## config.mk

```make
export PLATFORM = sky130hd
export DESIGN_NAME = id_ex_reg_flat
export DESIGN_NICKNAME = d
export VERILOG_FILES = /design/src/rtl/id_ex_reg_pkg.sv /design/src/rtl/id_ex_reg_if.sv /design/src/rtl/id_ex_reg_load_use_detect.sv /design/src/rtl/id_ex_reg.sv /design/src/flat_wrapper.sv
export SDC_FILE = /design/constraint.sdc
export NUM_CORES = 1
export LEC_CHECK = 0
export BUFFER_PORTS_ARGS = -buffer_cell sky130_fd_sc_hd__buf_2
export CAP_MARGIN = 20
export CORE_UTILIZATION = 40
export CTS_BUF_LIST = sky130_fd_sc_hd__clkbuf_16
export DETAILED_ROUTE_END_ITERATION = 12
export GPL_TIMING_DRIVEN = 0
export HOLD_SLACK_MARGIN = 0.12
export PLACE_DENSITY_LB_ADDON = 0.08
export SYNTH_ARGS = -nofsm -noshare
export SYNTH_HDL_FRONTEND = slang
export SYNTH_SLANG_ARGS = --single-unit
```

## constraint.sdc

```tcl
create_clock -name clk -period 2.24 [get_ports clk]
set_input_delay 0.672 -clock clk [delete_from_list [all_inputs] [get_ports clk]]
set_output_delay 0.672 -clock clk [all_outputs]
set_load 0.005 [all_outputs]
```

## src/rtl/id_ex_reg_pkg.sv

```systemverilog
// ---------------------------------------------------------------------------
// id_ex_reg_pkg
// Shared definitions for the ID/EX pipeline register slice:
//   - width of the ID control bundle and the bit position of every field
//   - ALU operation encodings carried in aluOp
//   - the NOP (all-zero) control word used for bubbles
//   - the packed record held by the ID/EX register
//   - a helper that gates a control word with its valid bit
// Optional feature macro used by the slice: ID_EX_BUBBLE_CNT_EN
// ---------------------------------------------------------------------------
package id_ex_reg_pkg;

   localparam int unsigned DATA_W = 32;
   localparam int unsigned IDX_W  = 5;
   localparam int unsigned CTRL_W = 12;

   // Control bundle layout, MSB first:
   // {regWrite, memRead, memWrite, memToReg, aluSrc, regDst, branch, jump, aluOp[3:0]}
   localparam int unsigned CTRL_REGWRITE = 11;
   localparam int unsigned CTRL_MEMREAD  = 10;
   localparam int unsigned CTRL_MEMWRITE = 9;
   localparam int unsigned CTRL_MEMTOREG = 8;
   localparam int unsigned CTRL_ALUSRC   = 7;
   localparam int unsigned CTRL_REGDST   = 6;
   localparam int unsigned CTRL_BRANCH   = 5;
   localparam int unsigned CTRL_JUMP     = 4;
   localparam int unsigned CTRL_ALUOP_HI = 3;
   localparam int unsigned CTRL_ALUOP_LO = 0;

   // ALU operation encodings carried in aluOp[3:0].
   typedef enum logic [3:0] {
      ALU_ADD  = 4'd0,
      ALU_SUB  = 4'd1,
      ALU_AND  = 4'd2,
      ALU_OR   = 4'd3,
      ALU_XOR  = 4'd4,
      ALU_NOR  = 4'd5,
      ALU_SLT  = 4'd6,
      ALU_SLTU = 4'd7,
      ALU_SLL  = 4'd8,
      ALU_SRL  = 4'd9,
      ALU_SRA  = 4'd10,
      ALU_LUI  = 4'd11
   } alu_op_e;

   // A bubble carries no side effects: every control bit clear.
   localparam logic [CTRL_W-1:0] CTRL_NOP = '0;

   // Contents of the ID/EX register.
   typedef struct packed {
      logic [DATA_W-1:0] pc_plus4;
      logic [DATA_W-1:0] imm_ext;
      logic [DATA_W-1:0] rs_data;
      logic [DATA_W-1:0] rt_data;
      logic [IDX_W-1:0]  rs;
      logic [IDX_W-1:0]  rt;
      logic [IDX_W-1:0]  rd;
      logic [CTRL_W-1:0] ctrl;
      logic              valid;
   } ex_stage_t;

   // An invalid slot must never carry control bits downstream.
   function automatic logic [CTRL_W-1:0] ctrl_gate(input logic [CTRL_W-1:0] ctrl,
                                                   input logic              valid);
      return valid ? ctrl : CTRL_NOP;
   endfunction

endpackage : id_ex_reg_pkg

```

## src/rtl/id_ex_reg_if.sv

```systemverilog
// ---------------------------------------------------------------------------
// id_ex_reg_if
// Bundles the ID-side inputs and EX-side outputs of the ID/EX register.
//   ID side  : pcPlus4In, immExtIn, rsDataIn, rtDataIn, rsIn, rtIn, rdIn,
//              ctrlIn, idValid, flush
//   EX side  : pcPlus4Out, immExtOut, rsDataOut, rtDataOut, rsOut, rtOut,
//              rdOut, ctrlOut, exValid
//   Upstream : stallUp (combinational hold request for PC and IF/ID)
//   Optional : bubbleCnt, present only with ID_EX_BUBBLE_CNT_EN defined
// Modports:
//   master - the pipeline side that drives ID data and consumes EX data
//   slave  - the id_ex_reg block itself
// Handshake: no valid/ready pair; idValid qualifies the ID slot, exValid
// qualifies the EX slot, and stallUp=1 tells the upstream stages to hold
// their contents for one more cycle so they are presented again.
// ---------------------------------------------------------------------------
interface id_ex_reg_if;
   import id_ex_reg_pkg::*;

   logic [DATA_W-1:0] pcPlus4In;
   logic [DATA_W-1:0] immExtIn;
   logic [DATA_W-1:0] rsDataIn;
   logic [DATA_W-1:0] rtDataIn;
   logic [IDX_W-1:0]  rsIn;
   logic [IDX_W-1:0]  rtIn;
   logic [IDX_W-1:0]  rdIn;
   logic [CTRL_W-1:0] ctrlIn;
   logic              idValid;
   logic              flush;

   logic [DATA_W-1:0] pcPlus4Out;
   logic [DATA_W-1:0] immExtOut;
   logic [DATA_W-1:0] rsDataOut;
   logic [DATA_W-1:0] rtDataOut;
   logic [IDX_W-1:0]  rsOut;
   logic [IDX_W-1:0]  rtOut;
   logic [IDX_W-1:0]  rdOut;
   logic [CTRL_W-1:0] ctrlOut;
   logic              exValid;
   logic              stallUp;
`ifdef ID_EX_BUBBLE_CNT_EN
   logic [31:0]       bubbleCnt;
`endif

   modport master (
`ifdef ID_EX_BUBBLE_CNT_EN
      input  bubbleCnt,
`endif
      output pcPlus4In, immExtIn, rsDataIn, rtDataIn,
      output rsIn, rtIn, rdIn, ctrlIn, idValid, flush,
      input  pcPlus4Out, immExtOut, rsDataOut, rtDataOut,
      input  rsOut, rtOut, rdOut, ctrlOut, exValid, stallUp
   );

   modport slave (
`ifdef ID_EX_BUBBLE_CNT_EN
      output bubbleCnt,
`endif
      input  pcPlus4In, immExtIn, rsDataIn, rtDataIn,
      input  rsIn, rtIn, rdIn, ctrlIn, idValid, flush,
      output pcPlus4Out, immExtOut, rsDataOut, rtDataOut,
      output rsOut, rtOut, rdOut, ctrlOut, exValid, stallUp
   );

endinterface : id_ex_reg_if

```

## src/rtl/id_ex_reg_load_use_detect.sv

```systemverilog
// ---------------------------------------------------------------------------
// load_use_detect
// Purely combinational load-use hazard detector. A hazard exists when the
// EX slot holds a valid load whose destination (rt) is a non-zero register
// that the valid instruction in ID reads as rs or rt.
// Ports:
//   ex_valid_i     EX slot holds a real instruction
//   ex_mem_read_i  EX instruction is a load
//   ex_rt_i        EX load destination index
//   id_valid_i     ID slot holds a real instruction
//   id_rs_i        ID source index rs
//   id_rt_i        ID source index rt
//   load_use_o     hazard present this cycle
// ---------------------------------------------------------------------------
module load_use_detect
   import id_ex_reg_pkg::*;
(
   input  logic             ex_valid_i,
   input  logic             ex_mem_read_i,
   input  logic [IDX_W-1:0] ex_rt_i,
   input  logic             id_valid_i,
   input  logic [IDX_W-1:0] id_rs_i,
   input  logic [IDX_W-1:0] id_rt_i,
   output logic             load_use_o
);

   logic ex_is_load;
   logic dest_nonzero;
   logic src_match;

   assign ex_is_load   = ex_valid_i & ex_mem_read_i;
   // r0 is hard-wired zero, so a load into it can never feed a consumer.
   assign dest_nonzero = (ex_rt_i != '0);
   assign src_match    = (ex_rt_i == id_rs_i) | (ex_rt_i == id_rt_i);

   assign load_use_o = ex_is_load & dest_nonzero & id_valid_i & src_match;

endmodule : load_use_detect

```

## src/rtl/id_ex_reg.sv

```systemverilog
// ---------------------------------------------------------------------------
// id_ex_reg
// ID/EX pipeline register with load-use bubble insertion and flush.
// Ports:
//   clk   single clock, all state updates on the rising edge
//   rst   synchronous, active-high reset
//   bus   id_ex_reg_if.slave: ID-side inputs, registered EX-side outputs,
//         combinational stallUp, optional bubbleCnt
// Per-edge priority: rst > flush > load-use > normal capture.
//   flush    : EX slot becomes a bubble (everything zero)
//   load-use : EX slot becomes a bubble; ID is not captured, stallUp makes
//              upstream present the same instruction again next cycle
//   normal   : all ID fields captured; ctrl is zeroed when idValid=0
// Every registered output comes straight from a flop (one-cycle latency).
// Optional feature: define ID_EX_BUBBLE_CNT_EN to add bubbleCnt, a 32-bit
// wrapping count of edges where flush or load-use inserted a bubble
// (reset itself does not count).
// ---------------------------------------------------------------------------
module id_ex_reg
   import id_ex_reg_pkg::*;
(
   input  logic       clk,
   input  logic       rst,
   id_ex_reg_if.slave bus
);

   ex_stage_t ex_q;
   ex_stage_t ex_d;
   logic      load_use;
   logic      insert_bubble;

   // Hazard detection looks at the registered EX slot and the live ID slot.
   load_use_detect u_load_use_detect (
      .ex_valid_i    (ex_q.valid),
      .ex_mem_read_i (ex_q.ctrl[CTRL_MEMREAD]),
      .ex_rt_i       (ex_q.rt),
      .id_valid_i    (bus.idValid),
      .id_rs_i       (bus.rsIn),
      .id_rt_i       (bus.rtIn),
      .load_use_o    (load_use)
   );

   // A flush already squashes the ID instruction, so holding upstream for
   // a load-use hazard would be pointless; flush suppresses the stall.
   assign bus.stallUp   = load_use & ~bus.flush;
   assign insert_bubble = bus.flush | load_use;

   always_comb begin
      ex_d = '0;
      if (!insert_bubble) begin
         ex_d.pc_plus4 = bus.pcPlus4In;
         ex_d.imm_ext  = bus.immExtIn;
         ex_d.rs_data  = bus.rsDataIn;
         ex_d.rt_data  = bus.rtDataIn;
         ex_d.rs       = bus.rsIn;
         ex_d.rt       = bus.rtIn;
         ex_d.rd       = bus.rdIn;
         ex_d.ctrl     = ctrl_gate(bus.ctrlIn, bus.idValid);
         ex_d.valid    = bus.idValid;
      end
   end

   always_ff @(posedge clk) begin
      if (rst) begin
         ex_q <= '0;
      end else begin
         ex_q <= ex_d;
      end
   end

   assign bus.pcPlus4Out = ex_q.pc_plus4;
   assign bus.immExtOut  = ex_q.imm_ext;
   assign bus.rsDataOut  = ex_q.rs_data;
   assign bus.rtDataOut  = ex_q.rt_data;
   assign bus.rsOut      = ex_q.rs;
   assign bus.rtOut      = ex_q.rt;
   assign bus.rdOut      = ex_q.rd;
   assign bus.ctrlOut    = ex_q.ctrl;
   assign bus.exValid    = ex_q.valid;

`ifdef ID_EX_BUBBLE_CNT_EN
   logic [31:0] bubble_cnt_q;
   logic [31:0] bubble_cnt_d;

   // Natural 32-bit overflow gives the wrap from all-ones to zero.
   always_comb begin
      bubble_cnt_d = bubble_cnt_q;
      if (insert_bubble) begin
         bubble_cnt_d = bubble_cnt_q + 32'd1;
      end
   end

   always_ff @(posedge clk) begin
      if (rst) begin
         bubble_cnt_q <= '0;
      end else begin
         bubble_cnt_q <= bubble_cnt_d;
      end
   end

   assign bus.bubbleCnt = bubble_cnt_q;
`endif

endmodule : id_ex_reg
```

## src/flat_wrapper.sv

```systemverilog
// flat-port wrapper written by rule: the top's interface ports become plain ports
module id_ex_reg_flat import id_ex_reg_pkg::*;
  (clk, rst, bus_pcPlus4In, bus_immExtIn, bus_rsDataIn, bus_rtDataIn, bus_rsIn, bus_rtIn, bus_rdIn, bus_ctrlIn, bus_idValid, bus_flush, bus_pcPlus4Out, bus_immExtOut, bus_rsDataOut, bus_rtDataOut, bus_rsOut, bus_rtOut, bus_rdOut, bus_ctrlOut, bus_exValid, bus_stallUp);
  id_ex_reg_if bus_i ();
  input  logic clk;
  input  logic rst;
  input wire logic [$bits(bus_i.pcPlus4In)-1:0] bus_pcPlus4In;
  input wire logic [$bits(bus_i.immExtIn)-1:0] bus_immExtIn;
  input wire logic [$bits(bus_i.rsDataIn)-1:0] bus_rsDataIn;
  input wire logic [$bits(bus_i.rtDataIn)-1:0] bus_rtDataIn;
  input wire logic [$bits(bus_i.rsIn)-1:0] bus_rsIn;
  input wire logic [$bits(bus_i.rtIn)-1:0] bus_rtIn;
  input wire logic [$bits(bus_i.rdIn)-1:0] bus_rdIn;
  input wire logic [$bits(bus_i.ctrlIn)-1:0] bus_ctrlIn;
  input wire logic [$bits(bus_i.idValid)-1:0] bus_idValid;
  input wire logic [$bits(bus_i.flush)-1:0] bus_flush;
  output wire logic [$bits(bus_i.pcPlus4Out)-1:0] bus_pcPlus4Out;
  output wire logic [$bits(bus_i.immExtOut)-1:0] bus_immExtOut;
  output wire logic [$bits(bus_i.rsDataOut)-1:0] bus_rsDataOut;
  output wire logic [$bits(bus_i.rtDataOut)-1:0] bus_rtDataOut;
  output wire logic [$bits(bus_i.rsOut)-1:0] bus_rsOut;
  output wire logic [$bits(bus_i.rtOut)-1:0] bus_rtOut;
  output wire logic [$bits(bus_i.rdOut)-1:0] bus_rdOut;
  output wire logic [$bits(bus_i.ctrlOut)-1:0] bus_ctrlOut;
  output wire logic [$bits(bus_i.exValid)-1:0] bus_exValid;
  output wire logic [$bits(bus_i.stallUp)-1:0] bus_stallUp;
  assign bus_i.pcPlus4In = bus_pcPlus4In;
  assign bus_i.immExtIn = bus_immExtIn;
  assign bus_i.rsDataIn = bus_rsDataIn;
  assign bus_i.rtDataIn = bus_rtDataIn;
  assign bus_i.rsIn = bus_rsIn;
  assign bus_i.rtIn = bus_rtIn;
  assign bus_i.rdIn = bus_rdIn;
  assign bus_i.ctrlIn = bus_ctrlIn;
  assign bus_i.idValid = bus_idValid;
  assign bus_i.flush = bus_flush;
  assign bus_pcPlus4Out = bus_i.pcPlus4Out;
  assign bus_immExtOut = bus_i.immExtOut;
  assign bus_rsDataOut = bus_i.rsDataOut;
  assign bus_rtDataOut = bus_i.rtDataOut;
  assign bus_rsOut = bus_i.rsOut;
  assign bus_rtOut = bus_i.rtOut;
  assign bus_rdOut = bus_i.rdOut;
  assign bus_ctrlOut = bus_i.ctrlOut;
  assign bus_exValid = bus_i.exValid;
  assign bus_stallUp = bus_i.stallUp;
  id_ex_reg u_core (.clk(clk), .rst(rst), .bus(bus_i));
endmodule
```

==> results summary <==
The flow ran to the end, but the final reports show violations. The checks that failed: negative setup slack. The area fraction in compound gates after synthesis came out at 0.332.

For the worst setup path, the data required time is around 1.6 ns. The measured slew at the worst slew-check pin is roughly 0.72 ns. The number of placement rows is between 40 and 50. Of the total synthesized cell area, the portion taken by AND, OR, NAND and NOR gates is 0.0134. Across every metal layer, demand over resource in global routing totals 0.215. The final estimated routing congestion in global placement came out at slightly below 0.8.

The die covers between 15000 and 20000 um2. The synthesized design spends more area on one cell type than any other, namely dfxtp_1. The final critical-path share of the clock period came out at 1.03. The number of pins exceeding their max-slew limit in the final report is 0. By area, the combinational part of the netlist is dominated by compound AO/OA/AOI/OAI gates.

The total of buffers placed on input and output ports is 313. The die extent in y came out at roughly 130 um. Setup repair after global routing could not meet its margin everywhere.

The max-slew headroom at the worst pin is 0.521. The mean number of vias per cell is around 4.8. The signed area change from the synthesized netlist to the final layout is 40.1%. The number of antenna violations at the first check in global routing came out at 1. For this design the static power due to leakage is roughly 4.3 nW. The adder-cell share of the synthesized area is 0. The violation count after the first detailed-route iteration is ~150. In this run the worst path has a maximum fanout of 2.

The final wirelength is roughly 18000 um. The routed length per instance is about 16 um. The number of detailed-route iterations in the first pass is 4. On the critical path the largest part of the delay comes from buffers and inverters. The share of synthesized registers carrying an async set or reset is 0. The maximum number of pins on one net before global-route repair came out at 20. The clock transition at the registers of the reported paths is about 0.060 ns. The total clock buffers created by CTS came out at 17.

The via count of the first global-routing pass came to about 5200. The worst hold-check path type is in2reg. The initial core utilization is 0.413. The tree is rooted in a clkbuf_16. Walking the worst path, the cells encountered are buf_2 > xnor2_4 > nand3_2 > o22ai_4 > buf_6 > and3b_1 > buf_2.

The final count of hold timing violations came out at 0. The number of warnings printed during yosys synthesis is 0. The combined buffer and inverter count along the critical path is 3.

The most repeated cell in the gate-level netlist after synthesis is dfxtp_1. Setup violations remaining at the end of the flow were counted as 1. In the final layout, the share of cells above drive strength 1 is 0.573.

The number of max-capacitance violations reported came out at 0. Measured along the x axis, the die boundary spans ~130 um. CTS saw 156 sinks. The core region area came out at between 15000 and 20000 um2.

The number of hold buffers added after cts is 0. The total power is approximately 6.5 mW. Summed over all nets, the half-perimeter wirelength after detailed placement is roughly 13000 um. The kind of critical path is in2out. The number of filler cells placed in the layout is 1418. The count of cell types in the netlist is 18.

The slowest library cell on the worst path is xnor2_4. Synthesis inferred 156 register bits. The remaining routing DRC violations is 0. Counting stages on the worst path, the most repeated cell is buf_2. The power per cell area is 726 nW/um2.

The deepest clock path buffer count is 2. The count of flip-flops with a built-in enable after synthesis came out at 0. The area share of xor/xnor cells in the synthesized design is 0.0138. The setup skew after layout is ~0.011 ns. In this run the remaining antenna-violating nets after routing total 0.

The sum of negative setup slack is -0.0635 ns. By count the netlist is led by dfxtp_1, inv_1, a2111oi_2. The CTS tree is built. In the post-route analysis, the smallest setup slack over all paths is -0.0635 ns. In this run the count of I/O pins placed on the die edge is roughly 320. The startpoint type of the worst setup path is a primary input. The count of vias placed by the detailed router is ~5300.

The maximum level of the CTS H-tree came out at 4. Based on the critical path, the design can be clocked at up to 434 MHz. The global-route wire length before repair came out at approximately 27000 um.

The gate count of the mapped netlist is between 500 and 600. The arrival time of the worst setup path came out at approximately 1.6 ns. The most used flip-flop cell after synthesis is dfxtp_1.

The multiplexer share of the synthesized area came out at 0. The worst-case vdd ir drop is between 0.4 and 0.5 mV. The cell area after synthesis came out at 6350 um2. The worst setup path is captured at a primary output.

The share of the synthesized area in the top cell type came out at 0.491. The average cell area after synthesis is approximately 11 um2. The setup slack after placement is -0.355 ns. The later-pin clock latency in the skew report is between 0.4 and 0.5 ns.

For this run, the register share of the synthesized area comes to 0.491. The number of nets handed over by synthesis was approximately 700. After synthesis, the cell types taking the most area are dfxtp_1, a2111oi_2, inv_1. The shortest clock period the worst path allows after layout came out at between 2 and 2.5 ns. The delay of the slowest cell on the worst path is between 0.15 and 0.2 ns. The net count of the finished layout is roughly 1000. The worst hold margin came out at approximately 0.48 ns.

The aggregate global routing overflow is 0.
==> sequential cells by signal (all words and copies together), names as in the netlist <==
register,count
u_core.bus.immExtOut,32
u_core.bus.exValid,1
u_core.bus.rtOut,5
u_core.bus.rtDataOut,32
u_core.bus.rdOut,5
u_core.bus.rsOut,5
u_core.bus.pcPlus4Out,32
u_core.bus.ctrlOut,12
u_core.bus.rsDataOut,32
==> cell families (layout without fill, tap and decap cells) <==
family,count (synthesis),in the layout
and+or+nand+nor,20,20
other,0,1
DFF,156,156
buffers and inverters,212,556
AOI/OAI and AO/OA,158,158
xor gates and xnor gates,10,10
==> routing by layer <==
metal  track usage  share of wire  vias to the layer above
met5             0              0                        -
met4        0.0955          0.029                        0
met2         0.371           0.51                      198
li1              -              -                     2596
met1         0.241           0.39                     2492
met3        0.0689          0.075                       35
==> worst reg2reg max path, delay by kind of cell (launching register included) <==
kind                      cells  cell delay [ns]
DFF                           1             0.41
buffers and inverters         4             0.71
xor gates and xnor gates      1             0.14
and+or+nand+nor               1             0.11
AOI/OAI and AO/OA             2             0.29
==> per-stage QoR <==
stage,cells,area [um2],util
2_1_floorplan,556,6360,-
3_3_place_gp,1080,8190,0.533
3_5_place_dp,1080,8190,0.533
4_1_cts,1111,8870,0.577
5_1_grt,1112,8900,0.579
6_report,1112,8900,0.579
==> placed cells by master (no fill, tap or decap) <==
cell type	netlist	layout
dfxtp_4	0	4
clkbuf_1	30	29
a21oi_2	0	1
a2111oi_0	8	8
bufinv_16	0	3
clkbuf_16	0	17
diode_2	0	1
buf_1	2	2
clkinv_4	0	1
a21oi_1	12	11
buf_4	14	17
inv_1	145	148
nor2_1	2	2
nor3_2	0	1
xnor2_4	0	1
nand3_1	3	1
buf_6	12	16
xnor2_2	0	7
dfxtp_2	0	1
xnor2_1	10	2
nand2_2	0	1
nand2_1	13	12
and3b_1	1	1
a2111oi_2	125	125
a211oi_1	12	12
clkinv_1	0	5
o22ai_4	0	1
clkinvlp_4	0	1
dfxtp_1	156	151
buf_2	9	317
nand3_2	0	2
==> power by group <==
group | total [mW] | internal [mW] | switching, mW
Combinational | 0.762 | 0.345 | 0.417
Clock | 2.79 | 1.71 | 1.08
Sequential | 2.92 | 2.88 | 0.0361
Total | 6.47 | 4.94 | 1.53
==> path summary, 6_finish.rpt <==
kind / from / to / slack [ns] / depth (start not counted)
hold reg to reg: u_core.bus.ctrlOut[10] / u_core.bus.ctrlOut[0] / 0.91 / 4
hold / removal: bus_ctrlIn[0] / u_core.bus.ctrlOut[0] / 0.48 / 3
setup reg to reg: u_core.bus.rtOut[2] / u_core.bus.ctrlOut[6] / 0.44 / 8
setup / recovery: bus_rtIn[2] / bus_stallUp / -0.06 / 7
==> timing repair <==
action | CTS | global route
endpoints found under the hold margin | 0 | 0
pin swaps | 7 | 6
buffers inserted | 4 | 0
endpoints found under the setup margin | 1 | 1
resized for setup | 24 | 6
==> area by class of cell <==
| cell class | instances | area, um2 | share of cell area |
|---|---|---|---|
| Antenna cell | 1 | 2.50 | 0.000281 |
| Buffer | 64 | 395 | 0.0444 |
| Clock buffer | 17 | 425 | 0.0478 |
| Clock inverter | 13 | 136 | 0.0153 |
| Inverter | 145 | 544 | 0.0611 |
| Multi-Input combinational cell | 188 | 2380 | 0.268 |
| Sequential cell | 156 | 3140 | 0.353 |
| Tap cell | 211 | 264 | 0.0296 |
| Timing Repair Buffer | 317 | 1620 | 0.181 |
(Power assumes the default switching activity.)
